`config.mk`:
```
export PLATFORM = sky130hd
export DESIGN_NAME = lcrc_sched
export DESIGN_NICKNAME = d
export VERILOG_FILES = /design/src/rtl/lcrc_sched.sv
export SDC_FILE = /design/constraint.sdc
export NUM_CORES = 1
export LEC_CHECK = 0
export CORE_ASPECT_RATIO = 2
export CORE_MARGIN = 8
export CORE_UTILIZATION = 30
export DETAILED_ROUTE_END_ITERATION = 12
export PLACE_DENSITY = 0.57
export REMOVE_ABC_BUFFERS = 1
export SYNTH_ARGS = -nofsm -noshare
export SYNTH_HDL_FRONTEND = slang
export SYNTH_SLANG_ARGS = --single-unit
```
`constraint.sdc`:
```
create_clock -name clk -period 4.6 [get_ports clk]
set_clock_uncertainty 0.05 [all_clocks]
set_input_delay 0.46 -clock clk [delete_from_list [all_inputs] [get_ports clk]]
set_output_delay 0.46 -clock clk [all_outputs]
set_load 0.01 [all_outputs]
```
`src/rtl/lcrc_sched.sv`:
```
// lcrc_sched: shares one byte-serial LCRC-32 engine between the new-TLP
// requester and the replay requester. One requester is granted per packet.
// Its bytes stream through a single output register while the reflected
// CRC-32 accumulates. The inverted CRC is then appended, low byte first.
// Optional feature: define LCRC_SCHED_RR_EN for round-robin arbitration.
// Without it, replay has fixed priority over new.
module lcrc_sched (
    input  logic       clk,
    input  logic       reset,
    input  logic       new_valid,
    input  logic [7:0] new_data,
    input  logic       new_last,
    output logic       new_ready,
    input  logic       rpl_valid,
    input  logic [7:0] rpl_data,
    input  logic       rpl_last,
    output logic       rpl_ready,
    output logic       out_valid,
    output logic [7:0] out_data,
    output logic       out_last,
    output logic       out_src,
    input  logic       out_ready,
    output logic       busy
);

    localparam logic [31:0] POLY_REFL = 32'hEDB88320;

    typedef enum logic [1:0] {
        IDLE = 2'd0,
        DATA = 2'd1,
        CRC  = 2'd2
    } state_t;

    state_t      state_reg;
    logic        grant_reg;
    logic [31:0] crc_reg;
    logic [1:0]  idx_reg;

    logic        out_free;
    logic        sel_valid;
    logic [7:0]  sel_data;
    logic        sel_last;
    logic        take;
    logic        next_grant;
    logic [31:0] crc_inv;
    logic [7:0]  crc_byte;
    logic [31:0] crc_chain [0:8];

    // The output register can take a new byte when empty or being drained.
    assign out_free  = !out_valid || out_ready;

    // Only the granted requester's signals ever reach the data path.
    assign sel_valid = grant_reg ? rpl_valid : new_valid;
    assign sel_data  = grant_reg ? rpl_data  : new_data;
    assign sel_last  = grant_reg ? rpl_last  : new_last;

    assign new_ready = (state_reg == DATA) && !grant_reg && out_free;
    assign rpl_ready = (state_reg == DATA) &&  grant_reg && out_free;
    assign take      = (state_reg == DATA) && sel_valid && out_free;
    assign busy      = (state_reg != IDLE);

    // Byte-wide reflected CRC update, unrolled as eight one-bit shifts.
    // The byte's LSB is processed first.
    assign crc_chain[0] = crc_reg ^ {24'h0, sel_data};
    generate
        for (genvar gi = 0; gi < 8; gi++) begin : g_crc_bit
            assign crc_chain[gi+1] = crc_chain[gi][0]
                                   ? ((crc_chain[gi] >> 1) ^ POLY_REFL)
                                   :  (crc_chain[gi] >> 1);
        end
    endgenerate

    // Transmitted LCRC is the complement, sent low byte first.
    assign crc_inv = ~crc_reg;
    always_comb begin
        crc_byte = crc_inv[7:0];
        case (idx_reg)
            2'd0: crc_byte = crc_inv[7:0];
            2'd1: crc_byte = crc_inv[15:8];
            2'd2: crc_byte = crc_inv[23:16];
            2'd3: crc_byte = crc_inv[31:24];
            default: crc_byte = crc_inv[7:0];
        endcase
    end

`ifdef LCRC_SCHED_RR_EN
    // Round-robin pointer: 0 means the new-TLP side wins the next tie.
    logic rr_reg;

    // On a tie the side named by the pointer wins; a lone requester always wins.
    always_comb begin
        next_grant = rpl_valid;
        if (new_valid && rpl_valid) begin
            next_grant = rr_reg;
        end
    end

    // Point at the side that was not granted at each grant.
    always_ff @(posedge clk) begin
        if (!reset) begin
            rr_reg <= 1'b0;
        end else if (state_reg == IDLE && (new_valid || rpl_valid)) begin
            rr_reg <= !next_grant;
        end
    end
`else
    // Fixed priority: replay beats new whenever it is requesting.
    always_comb begin
        next_grant = rpl_valid;
    end
`endif

    // Packet FSM, output register and CRC accumulator.
    always_ff @(posedge clk) begin
        if (!reset) begin
            state_reg <= IDLE;
            grant_reg <= 1'b0;
            crc_reg   <= 32'hFFFFFFFF;
            idx_reg   <= 2'd0;
            out_valid <= 1'b0;
            out_data  <= 8'h00;
            out_last  <= 1'b0;
            out_src   <= 1'b0;
        end else begin
            // A consumed byte empties the register unless refilled below.
            if (out_ready) begin
                out_valid <= 1'b0;
            end
            case (state_reg)
                IDLE: begin
                    if (new_valid || rpl_valid) begin
                        grant_reg <= next_grant;
                        crc_reg   <= 32'hFFFFFFFF;
                        state_reg <= DATA;
                    end
                end
                DATA: begin
                    if (take) begin
                        out_valid <= 1'b1;
                        out_data  <= sel_data;
                        out_last  <= 1'b0;
                        out_src   <= grant_reg;
                        crc_reg   <= crc_chain[8];
                        if (sel_last) begin
                            idx_reg   <= 2'd0;
                            state_reg <= CRC;
                        end
                    end
                end
                CRC: begin
                    if (out_free) begin
                        out_valid <= 1'b1;
                        out_data  <= crc_byte;
                        out_last  <= (idx_reg == 2'd3);
                        out_src   <= grant_reg;
                        idx_reg   <= idx_reg + 2'd1;
                        if (idx_reg == 2'd3) begin
                            state_reg <= IDLE;
                        end
                    end
                end
                default: state_reg <= IDLE;
            endcase
        end
    end

endmodule

```
==> flow_summary.ini, run 1 <==
[run_status]
status = completed

[setup_path]
path_delay_family = compound AO/OA/AOI/OAI gates
reg2reg_depth = 6
logic_depth_of_the_worst_path_buffers_included = 6
cp-end-kind = flop
crit_path_start_kind = flop
rrSetupSlack_ns = 1.77
cp_cell_sequence = mux2i_1 -> o21a_1 -> a211oi_2 -> nand2b_1 -> nor2_1 -> a21oi_1
max_stage_delay_ns = 0.78
critPathArrivalTime_ns = 3.00
r2r-end = crc_reg[25]
critical_path_peak_fanout = 17
crit-reg2reg-launch = grant_reg
critical_path_class = reg2reg
cp.required_ns = 4.77
critical_path_buf_inv_count = 0
worst_path_slowest_cell = sky130_fd_sc_hd__dfxtp_1

[die]
floorplan.rows = 52
dieWidth_um = 88.09
die_height_um = 160.2
die_area_um2 = 14110
floorplan.io_pins = 37
floorplan.initialDensity = 0.3072
core_area_um2 = 10150

[detailed_routing]
routed_wirelength_mm = 8.195
routedWlPerCell_um = 16.59
dr_drc_count = 0
post_drt_via_cell_ratio = 4.814
postRouteAntennaNets = 0
drt_first_iter_violations = 123
detailedRoute.firstPassIterationCount = 4
vias = 2378

[global_route]
grt_first_pass_wirelength_mm = 12.77
grt_overflow_total = 0
grt_use_total = 0.1199
grt_antenna_before_repair = 0
grt_max_degree = 23
grt_pass1_vias = 2348

[sta]
tightestPinTransition_ns = 0.7954
finalCritPeriodShare = 0.6144
fin_crit_ns = 2.826
setup_total_negative_slack_ns = 0
hold_violations = 0
fin_hold_ws_ns = 0.4374
report.final.setup_viol = 0
f_max_ghz = 0.3538
grt_setup_unrepaired = false
fin_ws_ns = 1.774
max_slew_margin = 0.4697
finalMaxSlewViolations = 0

[yosys]
syn-mean-instance-area_um2 = 9.506
synth-adder-area-share = 0.03210
synth_top_area_share = 0.3082
synth_compound_area_frac = 0.1505
synth_largest_area_cell = sky130_fd_sc_hd__dfxtp_1
netlist_top_cells_area = sky130_fd_sc_hd__dfxtp_1 (31%), sky130_fd_sc_hd__xnor2_1 (11%), sky130_fd_sc_hd__xnor2_4 (7.9%), sky130_fd_sc_hd__xor2_1 (4.5%), sky130_fd_sc_hd__nand2_1 (3.5%)
synth_sequential_area_ratio = 0.3082
post_synth_and_or_nand_nor_area_fraction = 0.1296
yosysWarningCount = 0
cell_area_synth_um2 = 3118
synthCells = 328
yosys.area_share.xor_xnor = 0.2865
synth_mux_area_frac = 0.05337
ys_ff_latch = 48
largest_family_of_logic_cells_by_synthesized_area = XOR/XNOR gates
synth_cell_type_count = 39

[power]
leakage_nw = 1.340
fin_total_pwr_mw = 3.055
vdd_ir_drop_max_uv = 218.4
powerDensity_nw_per_um2 = 815.5

[min_path]
worst_hold_path.num_cells = 2
worst_hold_path_type = reg2reg
hold_start = out_last
hold-path-endpoint = out_last

[layout]
antenna_cells = 0
drive_above_1_share = 0.1226
final_nets = 389
area.growth.synth_to_final_pct = 20.14
largest_reg_flops = 32

[job]
total_of_max_cap_violations = 0

[clock_tree]
clkTransAtPathRegs_ns = 0.07
cts_tree = yes
hold_bufs_at_cts = 0
tritoncts_num_sinks = 48
cts-resized-gates = 0
clock_tree.htree_level_count = 2
ctsLongestPathBuffers = 2
clkLatencyLatePin_ns = 0.29
cts_post_setup_buffers_inserted = 0
cts-buffers-inserted = 5
root_buf_cell = sky130_fd_sc_hd__clkbuf_16

[placement]
preCtsSetupSlack_ns = 1.723
io_buffer_count = 36
gp_congestion = 0.8406
hpwl_mm = 6.114
-- cells in the final DEF (no fill, tap or decap), types with 5 or more instances in the layout --
cell type / instances
sky130_fd_sc_hd__ha_1: 8
sky130_fd_sc_hd__or2_2: 7
sky130_fd_sc_hd__xnor2_4: 9
sky130_fd_sc_hd__mux2i_1: 8
sky130_fd_sc_hd__o22ai_1: 17
sky130_fd_sc_hd__dfxtp_1: 48
sky130_fd_sc_hd__clkdlybuf4s50_1: 36
sky130_fd_sc_hd__o21ai_0: 16
sky130_fd_sc_hd__a21oi_1: 18
sky130_fd_sc_hd__clkbuf_16: 5
sky130_fd_sc_hd__nor2_1: 18
sky130_fd_sc_hd__xor2_1: 16
sky130_fd_sc_hd__xnor2_1: 38
sky130_fd_sc_hd__a31oi_1: 7
sky130_fd_sc_hd__nand2_1: 29
sky130_fd_sc_hd__xnor2_2: 5
sky130_fd_sc_hd__o311ai_0: 7
sky130_fd_sc_hd__inv_1: 8
sky130_fd_sc_hd__nor2b_1: 14
sky130_fd_sc_hd__nand3_1: 8
-- worst max path at each step --
stage	start	to	slack (ns)
2_1_floorplan	grant_reg	crc_reg[30]	1.29
5_1_grt	grant_reg	crc_reg[29]	1.46
3_5_place_dp	rpl_valid	crc_reg[5]	1.72
6_report	grant_reg	crc_reg[25]	1.77
3_3_place_gp	rpl_valid	crc_reg[5]	1.77
4_1_cts	grant_reg	crc_reg[22]	1.73
-- cell families (layout without fill, tap and decap cells) --
kind of cell	Yosys count	after routing
and+or+nand+nor	85	85
AOI/OAI and AO/OA	76	76
xor gates and xnor gates	72	72
DFF	48	48
buffers and inverters	26	57
muxes	13	13
adders and majority gates	8	8
-- tightest hold or removal path: stages (launching register included) --
cell and delay (ns):
sky130_fd_sc_hd__dfxtp_1 0.31, sky130_fd_sc_hd__nand2b_1 0.06, sky130_fd_sc_hd__a21boi_0 0.07
-- Yosys cell counts, drive strengths merged --
master,instances
clkinv,1
dfxtp,48
xnor3,2
o21a,1
ha,8
a21boi,3
mux2i,13
o22ai,17
nand2,29
nand4,1
a31oi,7
and2,1
nor3b,1
or2,7
buf,4
nand3,8
xnor2,52
nor2,18
o21ai,16
nor2b,14
a211oi,2
and3,2
a22oi,1
clkbuf,13
o311ai,7
a21oi,18
nand2b,3
nor3,1
inv,8
o22a,4
xor2,18
-- power by group --
part | internal [mW] | switching [mW]
logic | 0.948 | 1.02
registers | 0.562 | 0.146
clock network | 0.215 | 0.161
-- routing by layer --
metal / vias up / routed length [µm] / GRT usage
met3: 10 / 248 / 0.01388
li1: 1181 / - / -
met1: 1145 / 3039 / 0.1188
met5: - / 0 / 0
met4: 0 / 246 / 0.06051
met2: 42 / 4662 / 0.2291
-- layout make-up --
cell class | count | area (µm²)
clock buffers | 6 | 138.9
clock inverters | 2 | 10.01
fillers | 1060 | 6404
inverters | 9 | 33.78
multi-input cells | 254 | 2043
flip-flops and latches | 48 | 960.9
well taps | 135 | 168.9
repair buffers | 40 | 390.4
-- metrics by stage --
| step | cells | cell area (µm²) | utilization |
|---|---|---|---|
| floorplan | 311 | 3028 | - |
| global placement | 486 | 3597 | 0.3544 |
| detailed placement | 486 | 3597 | 0.3544 |
| CTS | 494 | 3746 | 0.3691 |
| global route | 494 | 3746 | 0.3691 |
| finish | 494 | 3746 | 0.3691 |
(Power assumes the default switching activity.)
==> run 2, diff against run 1 <==
==> constraint.sdc (replaced) <==
create_clock -name clk -period 2.7 [get_ports clk]
set_clock_uncertainty 0.05 [all_clocks]
set_input_delay 0.27 -clock clk [delete_from_list [all_inputs] [get_ports clk]]
set_output_delay 0.27 -clock clk [all_outputs]
set_load 0.01 [all_outputs]
==> run 2 against run 1 <==
Against the previous run:
- register-to-register slack lost 1.3 ns
- flip-flop and latch count is the same
- die area is the same
==> flow_summary.ini, run 2 (synthesized netlist as in run 1, its figures left out) <==
[layout]
commonest_cells_after_routing_fill_and_taps_aside = sky130_fd_sc_hd__dfxtp_1 (48), sky130_fd_sc_hd__xnor2_1 (38), sky130_fd_sc_hd__clkdlybuf4s50_1 (36)
layout_commonest_cell = sky130_fd_sc_hd__dfxtp_1
finish.instance_area_um2 = 3851
largest_reg_flops = 32
area.growth.synth_to_final_pct = 23.52
final_nets = 400
drive_above_1_share = 0.1432
antenna_cells = 0

[placement]
io_buffer_count = 36
detailed_place.area_um2 = 3705
gp_congestion = 0.8851
hpwl_mm = 6.283

[setup_path]
crit_path_start_kind = flop
critical_path_buf_inv_count = 3
path_delay_family = buffers and inverters
max_stage_delay_ns = 0.53
worst_path_slowest_cell = sky130_fd_sc_hd__clkdlybuf4s50_1
rrSetupSlack_ns = 0.43
critical_path_peak_fanout = 9
cp.required_ns = 2.38
cp-end-kind = output port
cp_cell_sequence = inv_1 -> ha_1 -> buf_4 -> and3_1 -> clkdlybuf4s50_1
critPathArrivalTime_ns = 2.04
critical_path_class = reg2out

[sta]
f_max_ghz = 0.4246
grt_setup_unrepaired = false
finalCritPeriodShare = 0.8722
report.final.setup_viol = 0
fin_hold_ws_ns = 0.4327
tightestPinTransition_ns = 0.6891
finalMaxSlewViolations = 0
hold_violations = 0
max_slew_margin = 0.5384
setup_total_negative_slack_ns = 0
fin_crit_ns = 2.355

[detailed_routing]
detailedRoute.firstPassIterationCount = 4
dr_drc_count = 0
postRouteAntennaNets = 0
routedWlPerCell_um = 16.67
vias = 2455
post_drt_via_cell_ratio = 4.861
routed_wirelength_mm = 8.417
drt_first_iter_violations = 152

[clock_tree]
cts_post_setup_buffers_inserted = 0
ctsLongestPathBuffers = 2
cts_tree = yes
clkLatencyLatePin_ns = 0.29
clock_tree.htree_level_count = 2
cts-resized-gates = 0
tritoncts_num_sinks = 48
hold_bufs_at_cts = 0
cts-buffers-inserted = 5
clkTransAtPathRegs_ns = 0.06
root_buf_cell = sky130_fd_sc_hd__clkbuf_16

[global_route]
grt_first_pass_wirelength_mm = 13.54
grt_use_total = 0.1270
grt_max_degree = 23
grt_pass1_vias = 2577
grt_overflow_total = 0
grt_antenna_before_repair = 0

[power]
powerDensity_nw_per_um2 = 1392
vdd_ir_drop_max_uv = 469.4
leakage_nw = 1.397
fin_total_pwr_mw = 5.362

[job]
total_of_max_cap_violations = 0

[die]
floorplan.rows = 52
core_area_um2 = 10150
die_height_um = 160.2
die_area_um2 = 14110
floorplan.io_pins = 37
floorplan.initialDensity = 0.3072
dieWidth_um = 88.09

[min_path]
worst_hold_path_type = reg2reg

[run_status]
status = completed
run 2: power breakdown:
group / internal, mW / leakage [nW] / switching [mW]
clock network: 0.370 / 0.0712 / 0.271
registers: 0.958 / 0.392 / 0.232
logic: 1.74 / 0.934 / 1.79
run 2: path summary, 6_finish.rpt:
kind | start | end | cells after the start
min | out_last | out_last | 2
max reg2reg | grant_reg | crc_reg[26] | 8
max | state_reg[1] | rpl_ready | 5
min reg2reg | out_last | out_last | 2
run 2: stage by stage:
step | utilization | instances | setup slack (ns)
finish | 0.3794 | 505 | 0.3450
floorplan | - | 311 | -0.6149
global placement | 0.3650 | 497 | 0.3719
global route | 0.3794 | 505 | 0.2331
detailed placement | 0.3650 | 497 | 0.3441
CTS | 0.3794 | 505 | 0.3381
run 2: final cells by class:
cell class	count	area (µm²)
clock buffers	8	146.4
fillers	1057	6299
inverters	9	33.78
multi-input cells	254	2043
flip-flops and latches	48	960.9
well taps	135	168.9
repair buffers	51	498.0
run 2: worst reg2reg max path, stage by stage (launching register included):
cell,delay [ns]
sky130_fd_sc_hd__dfxtp_1,0.36
sky130_fd_sc_hd__buf_12,0.19
sky130_fd_sc_hd__mux2i_1,0.44
sky130_fd_sc_hd__xnor2_4,0.10
sky130_fd_sc_hd__buf_4,0.19
sky130_fd_sc_hd__xnor2_4,0.31
sky130_fd_sc_hd__xor2_2,0.28
sky130_fd_sc_hd__xnor2_1,0.15
sky130_fd_sc_hd__a21oi_1,0.09
run 2: metal layers:
metal  vias to the layer above  GRT usage  routed length, µm
li1                       1201          -                  -
met1                      1162     0.1274               3047
met2                        67     0.2287               4587
met3                        25    0.02005                374
met4                         0    0.08301                408
met5                         -          0                  0
==> run 3, diff against run 2 <==
--- a/config.mk
+++ b/config.mk
@@ -7,9 +7,9 @@
 export LEC_CHECK = 0
 export CORE_ASPECT_RATIO = 2
 export CORE_MARGIN = 8
-export CORE_UTILIZATION = 30
+export CORE_UTILIZATION = 33
 export DETAILED_ROUTE_END_ITERATION = 12
-export PLACE_DENSITY = 0.57
+export PLACE_DENSITY = 0.61
 export REMOVE_ABC_BUFFERS = 1
 export SYNTH_ARGS = -nofsm -noshare
 export SYNTH_HDL_FRONTEND = slang
==> run 3 against run 2 <==
Against the previous run:
- clock-buffer cell count decreased by 1
- core utilization rose by 3.4 points
- critical path depth did not move
- global-route usage is 0.55 points higher
- critical path type unchanged
- largest cell class unchanged
- largest power group unchanged
==> flow_summary.ini, run 3 (synthesized netlist as in run 1, its figures left out) <==
[global_route]
grt_pass1_vias = 2614
grt_antenna_before_repair = 0
grt_max_degree = 22
grt_first_pass_wirelength_mm = 13.50
grt_overflow_total = 0
grt_use_total = 0.1325

[clock_tree]
hold_bufs_at_cts = 0
clkTransAtPathRegs_ns = 0.07
cts_tree = yes
root_buf_cell = sky130_fd_sc_hd__clkbuf_16
cts-resized-gates = 0
clkLatencyLatePin_ns = 0.30
cts_post_setup_buffers_inserted = 0
clock_tree.htree_level_count = 2
tritoncts_num_sinks = 48
cts-buffers-inserted = 5
ctsLongestPathBuffers = 2

[layout]
commonest_cells_after_routing_fill_and_taps_aside = sky130_fd_sc_hd__dfxtp_1 (48), sky130_fd_sc_hd__xnor2_1 (38), sky130_fd_sc_hd__clkdlybuf4s50_1 (36)
area.growth.synth_to_final_pct = 22.63
largest_reg_flops = 32
finalNonFillerCells = 475
layout_commonest_cell = sky130_fd_sc_hd__dfxtp_1
final_nets = 401
antenna_cells = 0
layout_utilization = 0.4130
finish.instance_area_um2 = 3824
drive_above_1_share = 0.1482
sequential_cell_area_um2 = 960.9
area_of_the_multi_input_gates_um2 = 2043
layout_fillers = 931

[detailed_routing]
drt_first_iter_violations = 107
met2_length_mm = 4.712
post_drt_via_cell_ratio = 5.164
met3_length_um = 190
detailedRoute.firstPassIterationCount = 4
postRouteAntennaNets = 0
vias = 2453
routed_wirelength_mm = 8.288
detail_route.wirelength.met1_mm = 3.047
highest-signal-layer = met4
dr_drc_count = 0
routedWlPerCell_um = 17.45

[die]
die_area_um2 = 13000
core_area_um2 = 9259
dieWidth_um = 84.74
die_height_um = 153.5
floorplan.initialDensity = 0.3368
floorplan.io_pins = 37
floorplan.rows = 50

[setup_path]
critical_path_buf_inv_count = 3
critical_path_class = reg2out
critical_path_peak_fanout = 9
cp-end-kind = output port
max_stage_delay_ns = 0.53
logic_depth_of_the_worst_path_buffers_included = 5
rrSetupSlack_ns = 0.34
critPathArrivalTime_ns = 2.06
path_delay_family = buffers and inverters
crit_path_start_kind = flop
cp.required_ns = 2.38
critical_path.endpoint = rpl_ready
reg2reg_depth = 8
crit-reg2reg-launch = grant_reg
timing.critical_path.from = state_reg[1]
r2r-end = crc_reg[7]
cp_cell_sequence = inv_1 -> ha_1 -> buf_4 -> and3_1 -> clkdlybuf4s50_1
worst_path_slowest_cell = sky130_fd_sc_hd__clkdlybuf4s50_1

[power]
fin_total_pwr_mw = 5.408
leakage_nw = 1.401
powerDensity_nw_per_um2 = 1414
vdd_ir_drop_max_uv = 418.5

[placement]
gp_congestion = 0.8641
io_buffer_count = 36
hpwl_mm = 6.284
cell_count_after_placement = 467
preCtsSetupSlack_ns = 0.2582
detailed_place.area_um2 = 3674

[min_path]
worst_hold_path_type = reg2reg
hold_start = out_last

[sta]
finalCritPeriodShare = 0.8831
fin_hold_ws_ns = 0.4329
grt_setup_unrepaired = false
max_slew_margin = 0.5612
tightestPinTransition_ns = 0.6549
setup_total_negative_slack_ns = 0
report.final.setup_viol = 0
fin_ws_ns = 0.3157
hold_violations = 0
finalMaxSlewViolations = 0
fin_crit_ns = 2.384
f_max_ghz = 0.4194

[job]
total_of_max_cap_violations = 0

[run_status]
status = completed
## run 3: worst min-delay path, cell delays in order (launching register included)
cell	delay, ns
sky130_fd_sc_hd__dfxtp_1	0.31
sky130_fd_sc_hd__nand2b_1	0.06
sky130_fd_sc_hd__a21boi_0	0.07
## run 3: how the worst min path moves through the flow
| stage | to | cells after the start | slack [ns] |
|---|---|---|---|
| finish | out_last | 2 | 0.43 |
| global route | crc_reg[14] | 2 | 0.49 |
| CTS | out_last | 2 | 0.44 |
| detailed placement | out_last | 2 | 0.43 |
| global placement | out_last | 2 | 0.42 |
| floorplan | crc_reg[0] | 1 | 0.28 |
## run 3: where the power goes
group	internal [mW]	switching (mW)
registers	0.958	0.238
clock network	0.370	0.281
logic	1.74	1.82
## run 3: routing by layer
metal	up-vias	track usage
met5	-	0
met4	0	0.07791
met2	44	0.2592
li1	1207	-
met3	17	0.01772
met1	1185	0.1244
## run 3: area by class of cell
cell class,instances,share of cell area
clock buffer,7,0.03730
clock inverter,1,0.001963
inverter,9,0.008835
multi-input combinational,254,0.5344
sequential,48,0.2513
tap,104,0.03403
timing repair buffer,52,0.1322
